### config.mk
export PLATFORM = sky130hd
export DESIGN_NAME = crossing_gate_ctrl
export DESIGN_NICKNAME = d
export VERILOG_FILES = /design/src/rtl/crossing_gate_ctrl.sv
export SDC_FILE = /design/constraint.sdc
export NUM_CORES = 1
export LEC_CHECK = 0
export ABC_AREA = 0
export BUFFER_PORTS_ARGS = -buffer_cell sky130_fd_sc_hd__buf_4
export CORE_MARGIN = 8
export CORE_UTILIZATION = 50
export DETAILED_ROUTE_END_ITERATION = 8
export GPL_TIMING_DRIVEN = 0
export HOLD_SLACK_MARGIN = 0.03
export PLACE_DENSITY_LB_ADDON = 0.12
export SLEW_MARGIN = 20
export SYNTH_ARGS = -nofsm -noshare
export SYNTH_HDL_FRONTEND = slang
export SYNTH_SLANG_ARGS = --single-unit
export TNS_END_PERCENT = 20
### constraint.sdc
create_clock -name clk -period 2.87 [get_ports clk]
set_input_delay 0.1435 -clock clk [delete_from_list [all_inputs] [get_ports clk]]
set_output_delay 0.1435 -clock clk [all_outputs]
set_load 0.02 [all_outputs]
### src/rtl/crossing_gate_ctrl.sv
// ---------------------------------------------------------------------------
// crossing_gate_ctrl
//
// Level-crossing gate controller. Train detections from the east and west
// track sequence detectors drive a warning / lower / hold / clear / raise
// cycle. A train-in-zone count decides when the crossing is free again. All
// outputs are registered and change on the same edge as the state register.
//
// Parameters
//   WARN_CYC   cycles of lamp/buzzer warning before the gate lowers (>= 1)
//   MOVE_TMO   cycles allowed for gate travel before a fault (>= 1)
//   CLEAR_CYC  hold cycles after the last train exits before raising (>= 1)
//   BLINK_HALF lamp blink half-period in cycles (>= 1)
//
// Ports
//   clk          single clock, rising edge
//   rst_n        asynchronous active-low reset
//   det_e/det_w  one-cycle detection pulses, east / west track
//   gate_dn_sw   gate-fully-down limit switch
//   gate_up_sw   gate-fully-up limit switch
//   lamp         warning lamp
//   buzzer       audible warning
//   gate_dn_cmd  motor lower command
//   gate_up_cmd  motor raise command
//   fault        latched fault, cleared only by reset
//   occ[2:0]     trains currently inside the crossing zone
//
// Build option
//   CROSSING_LAMP_BLINK_EN  when defined, the lamp blinks with half-period
//                           BLINK_HALF instead of burning steadily.
// ---------------------------------------------------------------------------
module crossing_gate_ctrl #(
  parameter logic [15:0] WARN_CYC   = 16'd50,
  parameter logic [15:0] MOVE_TMO   = 16'd200,
  parameter logic [15:0] CLEAR_CYC  = 16'd30,
  parameter logic [7:0]  BLINK_HALF = 8'd10
) (
  input  logic       clk,
  input  logic       rst_n,
  input  logic       det_e,
  input  logic       det_w,
  input  logic       gate_dn_sw,
  input  logic       gate_up_sw,
  output logic       lamp,
  output logic       buzzer,
  output logic       gate_dn_cmd,
  output logic       gate_up_cmd,
  output logic       fault,
  output logic [2:0] occ
);

  if (WARN_CYC == 16'd0 || MOVE_TMO == 16'd0 || CLEAR_CYC == 16'd0 ||
      BLINK_HALF == 8'd0) begin : g_param_check
    $error("crossing_gate_ctrl: all timing parameters must be at least 1");
  end

  typedef enum logic [2:0] {
    ST_IDLE,
    ST_WARN,
    ST_LOWER,
    ST_CLOSED,
    ST_CLEAR,
    ST_RAISE,
    ST_FAULT
  } state_e;

  // Direction of entry: the side whose pulses count trains in.
  localparam logic DIR_E = 1'b0;
  localparam logic DIR_W = 1'b1;

  state_e      state_q, state_d;
  logic [15:0] timer_q, timer_d;
  logic [2:0]  occ_q, occ_d;
  logic        dir_q, dir_d;
  logic        lamp_q, lamp_d;
  logic        buzzer_q, buzzer_d;
  logic        dn_cmd_q, dn_cmd_d;
  logic        up_cmd_q, up_cmd_d;
  logic        fault_q, fault_d;
  logic        lamp_tbl;

  logic        any_det;
  logic        det_dir;
  logic        entry_p;
  logic        exit_p;
  logic        sw_conflict;
  logic        timer_done;
  logic [2:0]  occ_trk;

  assign any_det     = det_e | det_w;
  assign det_dir     = det_e ? DIR_E : DIR_W;   // east wins a tie
  assign entry_p     = (dir_q == DIR_E) ? det_e : det_w;
  assign exit_p      = (dir_q == DIR_E) ? det_w : det_e;
  assign sw_conflict = gate_dn_sw & gate_up_sw;
  assign timer_done  = (timer_q == 16'd0);

  // Saturating train count; simultaneous entry and exit cancel out.
  always_comb begin
    occ_trk = occ_q;
    if (entry_p && !exit_p && occ_q != 3'd7) begin
      occ_trk = occ_q + 3'd1;
    end else if (exit_p && !entry_p && occ_q != 3'd0) begin
      occ_trk = occ_q - 3'd1;
    end
  end

  // Next-state, occupancy and direction.
  // NOTE: every combinational output gets a default first so no path can
  // leave it unassigned and infer a latch.
  always_comb begin
    state_d = state_q;
    occ_d   = occ_q;
    dir_d   = dir_q;
    unique case (state_q)
      ST_IDLE: begin
        if (any_det) begin
          dir_d   = det_dir;
          occ_d   = 3'd1;
          state_d = ST_WARN;
        end
      end
      ST_WARN: begin
        occ_d = occ_trk;
        if (timer_done) state_d = ST_LOWER;
      end
      ST_LOWER: begin
        // The gate always finishes lowering, even if the zone empties.
        occ_d = occ_trk;
        if (gate_dn_sw)      state_d = ST_CLOSED;
        else if (timer_done) state_d = ST_FAULT;
      end
      ST_CLOSED: begin
        occ_d = occ_trk;
        if (occ_trk == 3'd0) state_d = ST_CLEAR;
      end
      ST_CLEAR: begin
        if (any_det) begin
          dir_d   = det_dir;
          occ_d   = 3'd1;
          state_d = ST_CLOSED;
        end else if (timer_done) begin
          state_d = ST_RAISE;
        end
      end
      ST_RAISE: begin
        // A new train outranks a completed raise or a travel timeout.
        if (any_det) begin
          dir_d   = det_dir;
          occ_d   = 3'd1;
          state_d = ST_LOWER;
        end else if (gate_up_sw) begin
          state_d = ST_IDLE;
        end else if (timer_done) begin
          state_d = ST_FAULT;
        end
      end
      ST_FAULT: begin
        state_d = ST_FAULT;
      end
      default: begin
        state_d = ST_FAULT;
      end
    endcase
    // Both limit switches closed means the sensors cannot be trusted.
    if (sw_conflict) state_d = ST_FAULT;
  end

  // One shared down-counter, reloaded whenever a new state is entered.
  always_comb begin
    timer_d = 16'd0;
    if (state_d != state_q) begin
      unique case (state_d)
        ST_WARN:  timer_d = WARN_CYC - 16'd1;
        ST_LOWER: timer_d = MOVE_TMO - 16'd1;
        ST_CLEAR: timer_d = CLEAR_CYC - 16'd1;
        ST_RAISE: timer_d = MOVE_TMO - 16'd1;
        default:  timer_d = 16'd0;
      endcase
    end else if (!timer_done) begin
      timer_d = timer_q - 16'd1;
    end
  end

  // Output table, evaluated on the next state so outputs and state
  // register together.
  always_comb begin
    lamp_tbl = 1'b0;
    buzzer_d = 1'b0;
    dn_cmd_d = 1'b0;
    up_cmd_d = 1'b0;
    fault_d  = 1'b0;
    unique case (state_d)
      ST_WARN:   begin lamp_tbl = 1'b1; buzzer_d = 1'b1; end
      ST_LOWER:  begin lamp_tbl = 1'b1; buzzer_d = 1'b1; dn_cmd_d = 1'b1; end
      ST_CLOSED: begin lamp_tbl = 1'b1; end
      ST_CLEAR:  begin lamp_tbl = 1'b1; end
      ST_RAISE:  begin lamp_tbl = 1'b1; up_cmd_d = 1'b1; end
      ST_FAULT:  begin lamp_tbl = 1'b1; buzzer_d = 1'b1; fault_d = 1'b1; end
      default:   begin lamp_tbl = 1'b0; end
    endcase
  end

`ifdef CROSSING_LAMP_BLINK_EN
  logic [7:0] blink_cnt_q, blink_cnt_d;

  // Lamp starts lit when leaving IDLE, then toggles every BLINK_HALF cycles.
  always_comb begin
    blink_cnt_d = 8'd0;
    lamp_d      = 1'b0;
    if (lamp_tbl) begin
      if (state_q == ST_IDLE) begin
        lamp_d      = 1'b1;
        blink_cnt_d = BLINK_HALF - 8'd1;
      end else if (blink_cnt_q == 8'd0) begin
        lamp_d      = ~lamp_q;
        blink_cnt_d = BLINK_HALF - 8'd1;
      end else begin
        lamp_d      = lamp_q;
        blink_cnt_d = blink_cnt_q - 8'd1;
      end
    end
  end

  always_ff @(posedge clk or negedge rst_n) begin
    if (!rst_n) blink_cnt_q <= 8'd0;
    else        blink_cnt_q <= blink_cnt_d;
  end
`else
  assign lamp_d = lamp_tbl;
`endif

  // NOTE: sequential state uses non-blocking assignments so every flop
  // samples the pre-edge values regardless of statement order.
  // NOTE: every flop here is control state, so all of it is reset; the
  // reset is asynchronous so the motor commands drop without a clock.
  always_ff @(posedge clk or negedge rst_n) begin
    if (!rst_n) begin
      state_q  <= ST_IDLE;
      timer_q  <= 16'd0;
      occ_q    <= 3'd0;
      dir_q    <= DIR_E;
      lamp_q   <= 1'b0;
      buzzer_q <= 1'b0;
      dn_cmd_q <= 1'b0;
      up_cmd_q <= 1'b0;
      fault_q  <= 1'b0;
    end else begin
      state_q  <= state_d;
      timer_q  <= timer_d;
      occ_q    <= occ_d;
      dir_q    <= dir_d;
      lamp_q   <= lamp_d;
      buzzer_q <= buzzer_d;
      dn_cmd_q <= dn_cmd_d;
      up_cmd_q <= up_cmd_d;
      fault_q  <= fault_d;
    end
  end

  assign lamp        = lamp_q;
  assign buzzer      = buzzer_q;
  assign gate_dn_cmd = dn_cmd_q;
  assign gate_up_cmd = up_cmd_q;
  assign fault       = fault_q;
  assign occ         = occ_q;

endmodule

## Yosys cells after proc, flatten, opt, wreduce, memory -nomap -nowiden

Index checks and enable logic that the tools add are counted.

- Shift-type cells: 0
- Bitwise gates (word level): 2
- Muxes and demuxes: 26
- $lt $le $gt $ge: 0
- Add/subtract/negate cells: 3
- Reductions and logical operators: 18
- Eq/ne operators: 14
- Divide/modulo/power cells: 0
- $mul: 0

Operators by type and width:

| kind | number |
|---|---|
| $mux W3 | 13 |
| $mux W16 | 2 |
| $pmux W8 S3 | 1 |
| $pmux W3 S6 | 1 |
| $logic_not A16 Y1 | 1 |
| $sub A16 B1 Y16 const B | 1 |
| $eq A3 B3 Y1 const B | 5 |
| $eq A3 B2 Y1 const B | 4 |
| $reduce_or A3 Y1 | 3 |
| $mux W1 | 8 |
| $eq A3 B1 Y1 const B | 2 |
| $logic_not A3 Y1 | 2 |
| $pmux W3 S2 | 1 |
| $reduce_or A6 Y1 | 1 |
| $logic_and A1 B1 Y1 | 4 |
| $reduce_and A2 Y1 | 2 |
| $add A3 B1 Y3 const B | 1 |
| $ne A3 B3 Y1 | 1 |
| $ne A3 B3 Y1 const B | 1 |
| $reduce_bool A3 Y1 | 1 |
| $sub A3 B1 Y3 const B | 1 |
| $logic_not A1 Y1 | 2 |
| $ne A2 B1 Y1 const B | 1 |
| $reduce_bool A2 Y1 | 1 |
| other kinds (3) | 3 |

- Bits in writable memories: 0
- ROM bits: 0
- Register bits: 28
- Bits in latches: 0
- Memories kept: 0

## Depth between registers and ports, before layout

- Depth in word-level cells: 14
- Gate-level depth with buffers: 11

## Worst setup path before layout

No wires, ideal clock.

- Path type: reg2reg
- Start: register occ_q[0] (netlist: occ[0])
- End: register timer_q[0]
- Library setup time: 0.096 ns
- Stages on the path, launching flop included: 11
- Period minus slack after synthesis: 2.841 ns
- Buffers on the path: 1
- Arrival time: 2.745 ns
- Setup slack: 0.029 ns
- Cells stage by stage: dfrtp_1 ha_1 ha_1 nor4b_1 or2_2 o31ai_2 or2_2 a211oi_1 o211ai_2 buf_6 o32ai_2

- Word-level cells in the longest chain between the ends: 12
- Elaborated cells between the ends (all ways): 20

RTL lines:

| item | RTL line | source |
|---|---|---|
| start, declared | 73 | `logic [2:0] occ_q, occ_d;` |
| start signal, assigned | 240 | `occ_q <= 3'd0;` |
| start signal, assigned | 250 | `occ_q <= occ_d;` |
| branches (longest 3 deep; another with $sub A3 B1 Y3) | -- |  |
| $mux W3 * | 100 | `if (entry_p && !exit_p && occ_q != 3'd7) begin` |
| $logic_not A3 Y1 * | 134 | `if (occ_trk == 3'd0) state_d = ST_CLEAR;` |
| $mux W3 * | 134 |  |
| $pmux W3 S6 * | 114 | `unique case (state_q)` |
| $mux W3 * | 165 | `if (sw_conflict) state_d = ST_FAULT;` |
| $eq A3 B3 Y1 or $eq A3 B2 Y1 (tied branches) | 172 | `unique case (state_d)` |
| $reduce_or A2 Y1 (no source line) | -- |  |
| $pmux W8 S3 | 172 |  |
| $mux W16 * | 171 | `if (state_d != state_q) begin` |
| named net timer_d[0] | 72 | `logic [15:0] timer_q, timer_d;` |
| end signal, assigned | 249 | `timer_q <= timer_d;` |
| end, declared | 72 |  |

Mark *: on every way through the listed nets, which the timed path passes.
A chain may end at the register's enable or synchronous reset.

## Worst setup path after layout

- Start: register timer_q[0]
- End: register timer_q[4]

- Word-level cells in the longest chain between the ends: 10
- Elaborated cells between the ends (all ways): 20

RTL lines:

| item | RTL line | source |
|---|---|---|
| $logic_not A16 Y1 | 95 | `assign timer_done = (timer_q == 16'd0);` |
| $mux W3 | 130, 153 |  |
| $mux W3 | 151 | `end else if (gate_up_sw) begin` |
| $mux W3 | 147 | `if (any_det) begin` |
| $pmux W3 S6 | 114 |  |
| $mux W3 | 165 |  |
| $eq A3 B3 Y1 or $eq A3 B2 Y1 (tied branches) | 172 |  |
| $reduce_or A2 Y1 (no source line) | -- |  |
| $pmux W8 S3 | 172 |  |
| $mux W16 * | 171 |  |
| named net timer_d[4] | 72 |  |

Mark *: on every way through the listed nets, which the timed path passes. The rest lies on a longest branch.

==> summary.json <==
{
  "run_status": {
    "status": "complete, no violations"
  },
  "timing": {
    "fin_crit_ps": 2860,
    "worstMarginPinSlew_ps": 929,
    "achievable-frequency_ghz": 0.349,
    "postLayoutSetupSlackWorst_ps": 5.31,
    "min_period_over_period": 0.998,
    "totalNegativeSetupSlack_ps": 0,
    "hold_viol_final": 0,
    "slew_viol_final": 0,
    "rsz0062_at_grt": "yes",
    "setup_viol": 0,
    "clock-skew-final_ps": 2.82,
    "slew_headroom": 0.375
  },
  "critical_path": {
    "worst-endpoint-arrival_ps": 3030,
    "worst_path_max_delay_cell": "or4b_4",
    "timing.critical_path.depth": 10,
    "launching_point_of_the_worst_reg2reg_path": "timer_q[0]",
    "critical_path.n_buffers_inverters": 2,
    "cp_top_family": "compound AO/OA/AOI/OAI gates",
    "endpoint": "timer_q[4]",
    "timing.critical_path.fanout_max": 6,
    "regToRegSetupSlack_ps": 5,
    "start_kind": "flop",
    "timing.critical_path.cells": "inv_2 -> ha_4 -> or4b_4 -> or4_4 -> o41a_1 -> a221oi_2 -> a211oi_2 -> o211ai_4 -> buf_6 -> o32ai_2",
    "crit_required_ps": 3030,
    "critical_path_s_largest_stage_delay_ps": 490,
    "setup.worst_path.start": "timer_q[0]",
    "capturing_point_of_the_worst_reg2reg_path": "timer_q[4]",
    "timing.setup.critical_path_class": "flop to flop",
    "cp_endpoint_kind": "flop",
    "worst_r2r_path_depth": 10
  },
  "cts": {
    "inserted_clock_buffers": 3,
    "cts.clk_slew.worst_paths_ps": 100,
    "cts_htree_levels": 1,
    "clock-root-buffer": "clkbuf_8",
    "cts.path.max_buffers": 2,
    "tritoncts": "yes",
    "cts_num_sinks": 28,
    "clk_latency_ps": 280
  },
  "die": {
    "die_width_um": 78.5,
    "design.portCount": 14,
    "floorplan.die.height_um": 78.5,
    "placeableCoreArea_mm2": 0.00372,
    "rows": 22,
    "start_util": 0.526,
    "fp.dieArea_mm2": 0.00617
  },
  "grt": {
    "residual_overflow_from_global_routing": 0,
    "grt_pass1_vias": 1689,
    "pin_count_of_the_biggest_net_entering_global_routing": 29,
    "grt_antenna_before_repair": 0,
    "global_route.usage.total": 0.156,
    "first_pass_grt_wire_length_um": 7890
  },
  "synth": {
    "mappedNetlistNets": 228,
    "synth_edf_count": 0,
    "dominantRegCellSynth": "dfrtp_1",
    "synth_top_area_frac": 0.359,
    "most_numerous_cell_in_the_yosys_netlist": "dfrtp_1",
    "postSynthRegisterBits": 28,
    "synth_common_cells": "28 x dfrtp_1, 23 x nor2_1, 16 x nand2_1, 12 x a21oi_1, 12 x o21ai_0",
    "synth.avg_cell_area_um2": 9.01,
    "post_synth_instance_area_mm2": 0.00195,
    "portion_of_the_post_synthesis_area_used_by_sequential_elements": 0.359,
    "async_flop_share": 1.00,
    "netlist_top_cells_area": "dfrtp_1 36%, nor2_1 4.4%, xnor2_1 4.0%",
    "yosys.cell_types.count": 59,
    "postSynthCellCount": 217,
    "warning_count_from_the_yosys_run": 0,
    "synth_largest_area_cell": "dfrtp_1"
  },
  "route": {
    "detailroute.via_count": 1719,
    "route.antenna.remaining_nets": 0,
    "initialDrtViolationCount": 167,
    "drt_pre_antenna_iters": 5,
    "detail_route.wl_per_cell_um": 16.6,
    "drcViolationCount": 0,
    "detail_route.vias_per_cell": 5.89,
    "totalWireLength_um": 4850
  },
  "pwr": {
    "peakVddDrop_v": 0.000433,
    "p_leak_nw": 0.983,
    "power_density_mw_per_mm2": 635
  },
  "placement": {
    "detailed_place.area_mm2": 0.00211,
    "placement.setup.worst_slack_ps": -416,
    "gp_routability_congestion": 0.922,
    "detailedPlacementHpwl_um": 3290,
    "port-buffer-count": 13,
    "placedCellCount": 278
  },
  "finish": {
    "fraction_of_layout_instances_using_a_drive_strength_above_1": 0.258,
    "final_design_area_no_fill_mm2": 0.00238,
    "num_antenna_cells": 0,
    "final_cells": 292,
    "design.final.nets": 256,
    "area_growth_pct": 21.7,
    "final_util": 0.640
  },
  "min_path": {
    "hp-class": "input port to async pin"
  },
  "run": {
    "drv.max_cap_violation_count": 0
  }
}
-- placed cells by master (no fill, tap or decap), types with 3 or more instances in the layout --
cell type  synthesis  routed
mux2i_1            3       3
a31oi_1            3       3
nor2_1            23      22
clkbuf_8           0       4
o21ai_0           12      12
xnor2_1            9       9
nor4_1             5       5
nand2_1           16      15
and2_1             3       3
inv_1             11       9
o221ai_1           3       3
nor3_1             9       8
buf_4              0      21
clkbuf_1           8       8
ha_1               5       3
dfrtp_1           28      26
xor2_1             4       4
a21oi_1           12      10
nor2b_1            5       5
or2_2              5       4
a22oi_1            3       3
-- per-layer routing --
metal | share of wire | up-vias | track usage | wire, µm
met5 | 0 | - | 0 | 0
met4 | 0.0039 | 0 | 0.0463 | 19
met3 | 0.038 | 2 | 0.0285 | 184
met2 | 0.50 | 27 | 0.268 | 2420
met1 | 0.46 | 837 | 0.192 | 2230
li1 | - | 853 | - | -
-- state kept, by name (all words and copies together) (netlist names) --
register     count
occ              3
fault            1
timer_q         16
buzzer           1
gate_dn_cmd      1
dir_q            1
lamp             1
gate_up_cmd      1
state_q          3
-- worst min-delay path by stage --
stage	endpoint	cells after the start
after global placement	dir_q	1
after CTS	dir_q	2
after floorplan	buzzer	0
after global routing	fault	2
after detailed placement	dir_q	1
final	occ[2]	2
-- cell type report --
class,instances,area (µm²)
multi-input cells,168,1290
well taps,48,60.1
repair buffers,23,188
clock buffers,4,55.1
fillers,315,1340
inverters,12,45.0
flip-flops and latches,28,703
plain buffers,9,41.3
-- power breakdown --
group / switching, mW / internal, mW
combinational: 0.302 / 0.303
clock: 0.131 / 0.123
sequential: 0.139 / 0.513
-- cell families (layout without fill, tap and decap cells) --
kind of cell / after synthesis / in the layout / share of synthesized area
AOI/OAI and AO/OA: 62 / 62 / 0.248
adders and majority gates: 5 / 5 / 0.0320
DFF: 28 / 28 / 0.359
xor gates and xnor gates: 13 / 13 / 0.0583
buffers and inverters: 21 / 48 / 0.0442
and+or+nand+nor: 85 / 85 / 0.244
muxes: 3 / 3 / 0.0154
-- per-stage QoR --
step	total power, mW	hold WS [ps]
after floorplan	1.04	-152
after global placement	1.16	86.0
after detailed placement	1.17	89.0
after CTS	1.48	322
after global routing	1.61	354
final	1.51	308
-- timing repair --
action	CTS	global route
endpoints found under the hold margin	28	0
pin swaps	7	3
hold buffers	1	0
setup buffers	4	4
gates cloned	1	0
gates resized for setup	16	10
setup endpoints to repair	22	17
No activity file was read; power rests on OpenSTA's default activity.
